File: src/rtl/multicyc_mcu.sv
// Multi-cycle MIPS-style control unit: Moore FSM sequencing fetch, decode,
// memory, ALU, branch and jump steps, with optional stalling on mem_ready.
module multicyc_mcu #(
  parameter int MEMWAIT_EN = 1
) (
  input  logic       clk,
  input  logic       reset,
  input  logic [5:0] opcode,
  input  logic       mem_ready,
  output logic       ir_we,
  output logic       pc_we,
  output logic       is_beq,
  output logic       iord,
  output logic       mem_rd,
  output logic       mem_we,
  output logic       alu_a_sel,
  output logic [1:0] alu_b_sel,
  output logic [1:0] pc_src,
  output logic       reg_we,
  output logic       wreg_dst_sel,
  output logic       wrbck_sel,
  output logic [3:0] aluop,
  output logic       instr_done,
  output logic       illegal_op,
  output logic [3:0] state_debug
);

  localparam logic [5:0] OP_RTYPE = 6'b000000;
  localparam logic [5:0] OP_LW    = 6'b100011;
  localparam logic [5:0] OP_SW    = 6'b101011;
  localparam logic [5:0] OP_BEQ   = 6'b000100;
  localparam logic [5:0] OP_ADDI  = 6'b001000;
  localparam logic [5:0] OP_J     = 6'b000010;

  localparam logic [3:0] ALU_ADD   = 4'd0;
  localparam logic [3:0] ALU_SUB   = 4'd1;
  localparam logic [3:0] ALU_FUNCT = 4'd2;

  typedef enum logic [3:0] {
    FETCH    = 4'd0,
    DECODE   = 4'd1,
    MEMADR   = 4'd2,
    MEMRD    = 4'd3,
    MEMWB    = 4'd4,
    MEMWR    = 4'd5,
    EXEC     = 4'd6,
    ALUWB    = 4'd7,
    BRANCH   = 4'd8,
    ADDIEXEC = 4'd9,
    ADDIWB   = 4'd10,
    JUMP     = 4'd11
  } state_t;

  state_t state, next_state;
  logic   ready;

  // With waiting disabled the memory is assumed to always complete in one cycle.
  assign ready = (MEMWAIT_EN != 0) ? mem_ready : 1'b1;

  always_ff @(posedge clk) begin
    if (reset) state <= FETCH;
    else       state <= next_state;
  end

  always_comb begin
    next_state   = FETCH;
    ir_we        = 1'b0;
    pc_we        = 1'b0;
    is_beq       = 1'b0;
    iord         = 1'b0;
    mem_rd       = 1'b0;
    mem_we       = 1'b0;
    alu_a_sel    = 1'b0;
    alu_b_sel    = 2'b00;
    pc_src       = 2'b00;
    reg_we       = 1'b0;
    wreg_dst_sel = 1'b0;
    wrbck_sel    = 1'b0;
    aluop        = ALU_ADD;
    instr_done   = 1'b0;
    illegal_op   = 1'b0;
    state_debug  = state;

    case (state)
      FETCH: begin
        mem_rd     = 1'b1;
        alu_b_sel  = 2'b01;
        ir_we      = ready;
        pc_we      = ready;
        next_state = ready ? DECODE : FETCH;
      end
      DECODE: begin
        alu_b_sel = 2'b11;
        case (opcode)
          OP_LW, OP_SW: next_state = MEMADR;
          OP_RTYPE:     next_state = EXEC;
          OP_BEQ:       next_state = BRANCH;
          OP_ADDI:      next_state = ADDIEXEC;
          OP_J:         next_state = JUMP;
          default: begin
            illegal_op = 1'b1;
            next_state = FETCH;
          end
        endcase
      end
      MEMADR: begin
        alu_a_sel  = 1'b1;
        alu_b_sel  = 2'b10;
        next_state = (opcode == OP_SW) ? MEMWR : MEMRD;
      end
      MEMRD: begin
        iord       = 1'b1;
        mem_rd     = 1'b1;
        next_state = ready ? MEMWB : MEMRD;
      end
      MEMWB: begin
        reg_we     = 1'b1;
        wrbck_sel  = 1'b1;
        instr_done = 1'b1;
      end
      MEMWR: begin
        iord       = 1'b1;
        mem_we     = ready;
        instr_done = ready;
        next_state = ready ? FETCH : MEMWR;
      end
      EXEC: begin
        alu_a_sel  = 1'b1;
        aluop      = ALU_FUNCT;
        next_state = ALUWB;
      end
      ALUWB: begin
        reg_we       = 1'b1;
        wreg_dst_sel = 1'b1;
        instr_done   = 1'b1;
      end
      BRANCH: begin
        alu_a_sel  = 1'b1;
        aluop      = ALU_SUB;
        is_beq     = 1'b1;
        pc_src     = 2'b01;
        instr_done = 1'b1;
      end
      ADDIEXEC: begin
        alu_a_sel  = 1'b1;
        alu_b_sel  = 2'b10;
        next_state = ADDIWB;
      end
      ADDIWB: begin
        reg_we     = 1'b1;
        instr_done = 1'b1;
      end
      JUMP: begin
        pc_we      = 1'b1;
        pc_src     = 2'b10;
        instr_done = 1'b1;
      end
      default: begin
        next_state = FETCH;
      end
    endcase

    // Reset silences every output so an aborted access never writes anything.
    if (reset) begin
      ir_we        = 1'b0;
      pc_we        = 1'b0;
      is_beq       = 1'b0;
      iord         = 1'b0;
      mem_rd       = 1'b0;
      mem_we       = 1'b0;
      alu_a_sel    = 1'b0;
      alu_b_sel    = 2'b00;
      pc_src       = 2'b00;
      reg_we       = 1'b0;
      wreg_dst_sel = 1'b0;
      wrbck_sel    = 1'b0;
      aluop        = ALU_ADD;
      instr_done   = 1'b0;
      illegal_op   = 1'b0;
      state_debug  = 4'd0;
    end
  end

endmodule

File: config.mk
export PLATFORM = sky130hd
export DESIGN_NAME = multicyc_mcu
export DESIGN_NICKNAME = d
export VERILOG_FILES = /design/src/rtl/multicyc_mcu.sv
export SDC_FILE = /design/constraint.sdc
export NUM_CORES = 1
export LEC_CHECK = 0
export CAP_MARGIN = 40
export CORE_UTILIZATION = 41
export DETAILED_ROUTE_END_ITERATION = 16
export GPL_TIMING_DRIVEN = 0
export PLACE_DENSITY = 0.91
export SKIP_LAST_GASP = 1
export SYNTH_ARGS = -nofsm -noshare
export SYNTH_HDL_FRONTEND = slang
export SYNTH_SLANG_ARGS = --single-unit
File: constraint.sdc
create_clock -name clk -period 3.1 [get_ports clk]
set_clock_uncertainty 0.2 [all_clocks]
set_input_delay 0.465 -clock clk [delete_from_list [all_inputs] [get_ports clk]]
set_output_delay 0.465 -clock clk [all_outputs]
set_load 0.1 [all_outputs]
==> results.json, run 1 <==
{
  "stop_error": "[ERROR DPL-0033] detailed placement checks failed during check placement.",
  "synth-seq-cells": 4,
  "stop_stage": "clock tree synthesis (4_1_cts)",
  "syn-cell-area_um2": 617,
  "synthFlopType": "dfxtp_1",
  "die_h_um": 40.8,
  "synth.avg_cell_area_um2": 6.85,
  "htreeDepth": 1,
  "cts_root_buf": "clkbuf_4",
  "cts_buffer_depth": 2,
  "postCtsSetupRepairBufs": 0,
  "pre_cts_ws_ns": -0.0494,
  "hold_buffers": 0,
  "yosysSeqAreaShare_pct": 13.0,
  "ctsResizeCount": 6,
  "post_dp_cell_area_um2": 1300,
  "synth_edf_count": 0,
  "yosys.cell_types.count": 38,
  "post-dp-hpwl_mm": 2.34,
  "port_buffers": 29,
  "die_x_um": 40.8,
  "async_flop_share_pct": 0,
  "cts_made_buffers": 3,
  "synthCells": 90,
  "ys_warn_count": 0,
  "io_pins": 33,
  "outcome": "stopped before the end",
  "initial_core_util_pct": 45.7,
  "place.gp.congestion": 0.777,
  "num_rows": 13,
  "clock_sinks": 4
}
-- Yosys cell counts, types with 3 or more instances --
cell type	number	area, um^2
buf_2	3	15.0
a21oi_1	3	15.0
o21ai_0	5	25.0
dfxtp_1	4	80.1
nor2b_1	5	31.3
and3_1	5	31.3
buf_4	5	37.5
nand2_1	3	11.3
nor3_1	7	35.0
nor4_1	4	25.0
nor2_1	13	48.8
nand2b_1	3	18.8
-- per-stage QoR --
stage               utilization, %  cells
detailed placement            96.4    157
global placement              71.9    135
floorplan                        -     91
-- cells by family after synthesis --
family | synth area share (%)
buffers and inverters | 12.8
DFF | 13.0
xor gates and xnor gates | 5.68
AOI/OAI and AO/OA | 22.7
and+or+nand+nor | 45.2
other | 0.608
==> inputs of run 2 (changes only) <==
--- a/config.mk
+++ b/config.mk
@@ -6,10 +6,11 @@
 export NUM_CORES = 1
 export LEC_CHECK = 0
 export CAP_MARGIN = 40
-export CORE_UTILIZATION = 41
+export CORE_AREA = 2 2 63 65
 export DETAILED_ROUTE_END_ITERATION = 16
+export DIE_AREA = 0 0 65 67
 export GPL_TIMING_DRIVEN = 0
-export PLACE_DENSITY = 0.91
+export PLACE_DENSITY_LB_ADDON = 0.15
 export SKIP_LAST_GASP = 1
 export SYNTH_ARGS = -nofsm -noshare
 export SYNTH_HDL_FRONTEND = slang
==> results.json, run 2 <==
{
  "outcome": "finished clean",
  "cts_root_buf": "clkbuf_8",
  "end_kind": "primary output",
  "fin_crit_ns": 2.96,
  "antenna_found_initial": 0,
  "synthCells": 90,
  "cts_made_buffers": 3,
  "slowest_stage": "clkdlybuf4s50_1",
  "grt_first_pass_wirelength_mm": 3.80,
  "port_buffers": 29,
  "finalHoldViolCount": 0,
  "max_freq_mhz": 337,
  "layout-drive-gt1-share_pct": 32.4,
  "intPower_uw": 187,
  "die_h_um": 67,
  "p_leak_uw": 0.000563,
  "wl_per_cell_um": 12.4,
  "grtUsageTotal_pct": 11.4,
  "synth-seq-cells": 4,
  "drt_iter0_markers": 29,
  "final_nets": 156,
  "worstPathMaxFanout": 7,
  "num_rows": 22,
  "synth_edf_count": 0,
  "synthFlopType": "dfxtp_1",
  "synth_area_leaders": "dfxtp_1, nor2_1, buf_4, nor3_1, and3_1",
  "clkPwrFrac_pct": 35.0,
  "syn-cell-area_um2": 617,
  "largest_reg_flops": 4,
  "p_total_uw": 302,
  "synthTopCellsByCount": "nor2_1, nor3_1",
  "cts_tree": "yes",
  "vias_per_cell": 4.52,
  "largestRegisters": "state x4",
  "p_switching_uw": 115,
  "post-dp-hpwl_mm": 1.95,
  "drv_cap": 0,
  "hold_buffers": 0,
  "die_x_um": 65,
  "synth_top_area_cell": "dfxtp_1",
  "htreeDepth": 1,
  "slew_headroom_pct": 64.6,
  "yosysSeqAreaShare_pct": 13.0,
  "grt-ovfl-total": 0,
  "fin_crit_sh_pct": 95.6,
  "cts_buffer_depth": 2,
  "area_delta_synth_final_pct": 127,
  "combPwrFrac_pct": 47.2,
  "grt_pass1_vias": 814,
  "yosys.cell_types.count": 38,
  "critPathMaxStageDelay_ns": 0.61,
  "firstDrtPassIters": 4,
  "top_register": "state",
  "crit_chain": "clkdlybuf4s50_1, nor2_1, a2111oi_2, clkdlybuf4s50_1, buf_8",
  "ir_drop_uv": 123,
  "path_clk_slew_ns": 0.03,
  "grt_max_degree": 11,
  "drt_wl_total_mm": 2.40,
  "dieArea_um2": 4360,
  "place.gp.congestion": 0.758,
  "io_pins": 33,
  "worstPathRequired_ns": 2.43,
  "synth_top_cell_area_share_pct": 13.0,
  "ant_nets": 0,
  "worstMarginPinSlew_ns": 0.531,
  "instances_no_fill": 193,
  "p_sw_share_pct": 38.1,
  "clock_sinks": 4,
  "ys_warn_count": 0,
  "worstSkewPairLatency_ns": 0.21,
  "coreArea_um2": 3610,
  "slew_viol_final": 0,
  "arrival_ns": 2.30,
  "async_flop_share_pct": 0,
  "worstHoldPathType": "reg -> reg",
  "rsz0062_at_grt": "no",
  "num_antenna_cells": 0,
  "drc": 0,
  "initial_core_util_pct": 17.1,
  "setup_viol": 0,
  "final_common_cell": "clkdlybuf4s50_1",
  "vias": 872,
  "synth_most_common_cell": "nor2_1",
  "p_seq_share_pct": 17.7,
  "crit_top_cell": "clkdlybuf4s50_1",
  "layout_common_cells": "clkdlybuf4s50_1, buf_8, nor2_1",
  "path_class": "in -> out",
  "synth.avg_cell_area_um2": 6.85,
  "powerDensity_nw_per_um2": 216,
  "n_fill_cell": 368,
  "placed_cells": 190,
  "start_kind": "primary input"
}
-- run 2: per-layer routing --
metal	share of wire, %	track usage [%]
met1	43	13.4
met2	49	20.4
met3	6.2	3.21
met5	0	0
met4	1.1	2.66
-- run 2: final timing paths --
path | start | to | slack, ns | depth (start not counted)
hold reg to reg | state[3]$_SDFF_PP0_ | state[0]$_SDFF_PP0_ | 0.46 | 2
setup reg to reg | state[2]$_SDFF_PP0_ | state[0]$_SDFF_PP0_ | 1.46 | 5
hold / removal | state[3]$_SDFF_PP0_ | state[0]$_SDFF_PP0_ | 0.46 | 2
setup / recovery | mem_ready | instr_done | 0.14 | 5
-- run 2: power groups by stage --
stage	clock network, uW	registers (uW)	logic, uW
CTS	110	53.5	142
global placement	0	54.1	121
finish	106	53.5	142
detailed placement	0	54.1	142
global route	117	53.7	149
floorplan	0	54.1	88.9
-- run 2: logic make-up (layout without fill, tap and decap cells) --
logic type	after synthesis	after routing	share of synthesized area [%]
other	1	2	0.608
AOI/OAI and AO/OA	20	20	22.7
buffers and inverters	13	67	12.8
and+or+nand+nor	48	48	45.2
xor gates and xnor gates	4	4	5.68
DFF	4	4	13.0
-- run 2: area by class of cell --
cell class              instances  area, um^2  area share, %
flip-flops and latches          4        80.1           5.72
well taps                      48        60.1           4.29
multi-input cells              74         509           36.4
repair buffers                 51         626           44.7
inverters                       2        7.51          0.537
plain buffers                  11        75.1           5.37
clock buffers                   3        41.3           2.95
-- run 2: worst max-delay path, delay by kind of cell --
family | cells | cell delay [ns]
AOI/OAI and AO/OA | 1 | 0.35
buffers and inverters | 3 | 1.37
and+or+nand+nor | 1 | 0.10
-- run 2: repair_timing --
action | CTS | global route
resized for setup | 1 | 5
endpoints found under the setup margin | 2 | 5
pin swaps | 0 | 1
setup buffers | 0 | 0
-- run 2: through the flow --
stage                     utilization [%]  cell area, um^2  worst slack [ns]  hold slack, ns  setup TNS, ns
after floorplan                         -              662            -0.715           0.341          -1.37
after CTS                            38.4             1390           0.00959           0.457              0
after global placement               28.1             1010            -0.439           0.448          -6.14
final                                38.8             1400             0.136           0.462              0
after detailed placement             37.2             1340           -0.0190           0.454        -0.0303
after global routing                 38.8             1400            0.0226           0.488              0
(Power assumes the default switching activity.)
==> inputs of run 3 (changes only) <==
--- a/config.mk
+++ b/config.mk
@@ -10,7 +10,7 @@
 export DETAILED_ROUTE_END_ITERATION = 16
 export DIE_AREA = 0 0 65 67
 export GPL_TIMING_DRIVEN = 0
-export PLACE_DENSITY_LB_ADDON = 0.15
+export PLACE_DENSITY = 0.41
 export SKIP_LAST_GASP = 1
 export SYNTH_ARGS = -nofsm -noshare
 export SYNTH_HDL_FRONTEND = slang
==> results.json, run 3 (synthesized netlist as in run 2, its figures left out) <==
{
  "outcome": "finished clean",
  "final_nets": 157,
  "top_register": "state",
  "vias_per_cell": 4.39,
  "place.gp.congestion": 0.794,
  "firstDrtPassIters": 4,
  "cts_buffer_depth": 2,
  "max_freq_mhz": 339,
  "num_antenna_cells": 0,
  "rr_startpoint": "state[2]$_SDFF_PP0_",
  "arrival_ns": 2.29,
  "fin_crit_ns": 2.95,
  "powerDensity_nw_per_um2": 214,
  "wl_per_cell_um": 11.9,
  "critPathMaxStageDelay_ns": 0.49,
  "path_class": "in -> out",
  "die_x_um": 65,
  "path_clk_slew_ns": 0.03,
  "instances_no_fill": 194,
  "grt_pass1_vias": 790,
  "grt_first_pass_wirelength_mm": 3.80,
  "ant_nets": 0,
  "finalHoldViolCount": 0,
  "drt_iter0_markers": 17,
  "critPathBufInv": 3,
  "p_leak_uw": 0.000579,
  "start_kind": "primary input",
  "rsz0062_at_grt": "no",
  "ir_drop_uv": 79.6,
  "cts_made_buffers": 3,
  "drv_cap": 0,
  "area_delta_synth_final_pct": 129,
  "cts_tree": "yes",
  "largest_reg_flops": 4,
  "worstSkewPairLatency_ns": 0.21,
  "port_buffers": 29,
  "slew_viol_final": 0,
  "slowest_stage": "clkdlybuf4s50_1",
  "slew_headroom_pct": 65.5,
  "grt-ovfl-total": 0,
  "drt_wl_total_mm": 2.32,
  "initial_core_util_pct": 17.1,
  "grtUsageTotal_pct": 11.0,
  "worstHoldPathType": "reg -> reg",
  "cpLargestDelayFamily": "buffers and inverters",
  "pre_cts_ws_ns": -0.0136,
  "cts_root_buf": "clkbuf_8",
  "startpoint": "opcode[1]",
  "post-dp-hpwl_mm": 1.90,
  "worstMarginPinSlew_ns": 0.518,
  "drc": 0,
  "antenna_found_initial": 0,
  "min_from": "state[3]$_SDFF_PP0_",
  "end_kind": "primary output",
  "worstPathMaxFanout": 5,
  "setup_slack_ns": 0.147,
  "clock_sinks": 4,
  "htreeDepth": 1,
  "crit_top_cell": "clkdlybuf4s50_1",
  "layout-drive-gt1-share_pct": 33.6,
  "timing.setup.tns_ns": 0,
  "largestRegisters": "state x4",
  "worstPathRequired_ns": 2.43,
  "vias": 852,
  "final_common_cell": "clkdlybuf4s50_1",
  "num_rows": 22,
  "die_h_um": 67,
  "fin_crit_sh_pct": 95.2,
  "rrSetupSlack_ns": 1.49,
  "grt_max_degree": 11,
  "setup_viol": 0,
  "placed_cells": 190,
  "crit_chain": "clkdlybuf4s50_1, nor4_2, o21ai_0, and4_1, clkdlybuf4s50_1, buf_8",
  "coreArea_um2": 3610,
  "io_pins": 33,
  "layout_common_cells": "clkdlybuf4s50_1, buf_8, nor2_1",
  "dieArea_um2": 4360
}
-- run 3: changes by cell type in the layout (fill, tap and decap cells not counted) --
cell,change
buf_2,+1
nor3_2,+1
clkdlybuf4s50_1,-1
buf_4,+1
clkbuf_4,-1
nor3_1,-1
dlymetal6s2s_1,+1
-- run 3: worst register-to-register path, cell delays in order (launching register included) --
cell and delay, ns:
dfxtp_1 0.30, buf_2 0.19, clkbuf_1 0.44, nor3_1 0.13, a21oi_1 0.15, nor3_1 0.07
-- run 3: layout make-up --
type	count	area, um^2
Fill cell	354	2190
Sequential cell	4	80.1
Buffer	11	72.6
Clock buffer	3	41.3
Timing Repair Buffer	52	636
Tap cell	48	60.1
Multi-Input combinational cell	74	514
Inverter	2	7.51
-- run 3: power breakdown --
part | internal [uW] | total (uW) | switching (uW)
clock | 82.5 | 107 | 24.3
sequential | 53.1 | 53.5 | 0.447
combinational | 51.3 | 141 | 90.1
-- run 3: metal layers --
metal | vias up | GRT usage (%) | wire length (um)
li1 | 430 | - | -
met1 | 403 | 14.8 | 1060
met2 | 19 | 19.5 | 1190
met3 | 0 | 0.676 | 59
met4 | 0 | 1.60 | 0
met5 | - | 0 | 0
-- run 3: path summary, 6_finish.rpt --
path,end,cells past startpoint
worst max-delay path,illegal_op,6
worst max register to register,state[0]$_SDFF_PP0_,5
worst min register to register,state[0]$_SDFF_PP0_,2
worst min-delay path,state[0]$_SDFF_PP0_,2
-- run 3: through the flow --
step                      area (um^2)  hold slack (ns)  utilization, %  total power [uW]
final                            1410            0.454            39.1               302
after CTS                        1390            0.460            38.6               304
after detailed placement         1340            0.454            37.2               195
after global placement           1010            0.452            28.1               175
after global routing             1410            0.500            39.1               316
after floorplan                   662            0.341               -               143
-- run 3: what timing repair did --
action / CTS / global route
hold buffers: 0 / 0
buffers inserted: 1 / 0
gates resized for setup: 1 / 6
endpoints found under the setup margin: 2 / 8
pin swaps: 1 / 0
==> inputs of run 4 (changes only) <==
--- a/config.mk
+++ b/config.mk
@@ -7,6 +7,7 @@
 export LEC_CHECK = 0
 export CAP_MARGIN = 40
 export CORE_AREA = 2 2 63 65
+export CTS_BUF_LIST = sky130_fd_sc_hd__clkbuf_4 sky130_fd_sc_hd__clkbuf_8 sky130_fd_sc_hd__clkbuf_16
 export DETAILED_ROUTE_END_ITERATION = 16
 export DIE_AREA = 0 0 65 67
 export GPL_TIMING_DRIVEN = 0
==> results of run 4 <==
No change in the layout: final DEF, timing and power equal those of run 3.
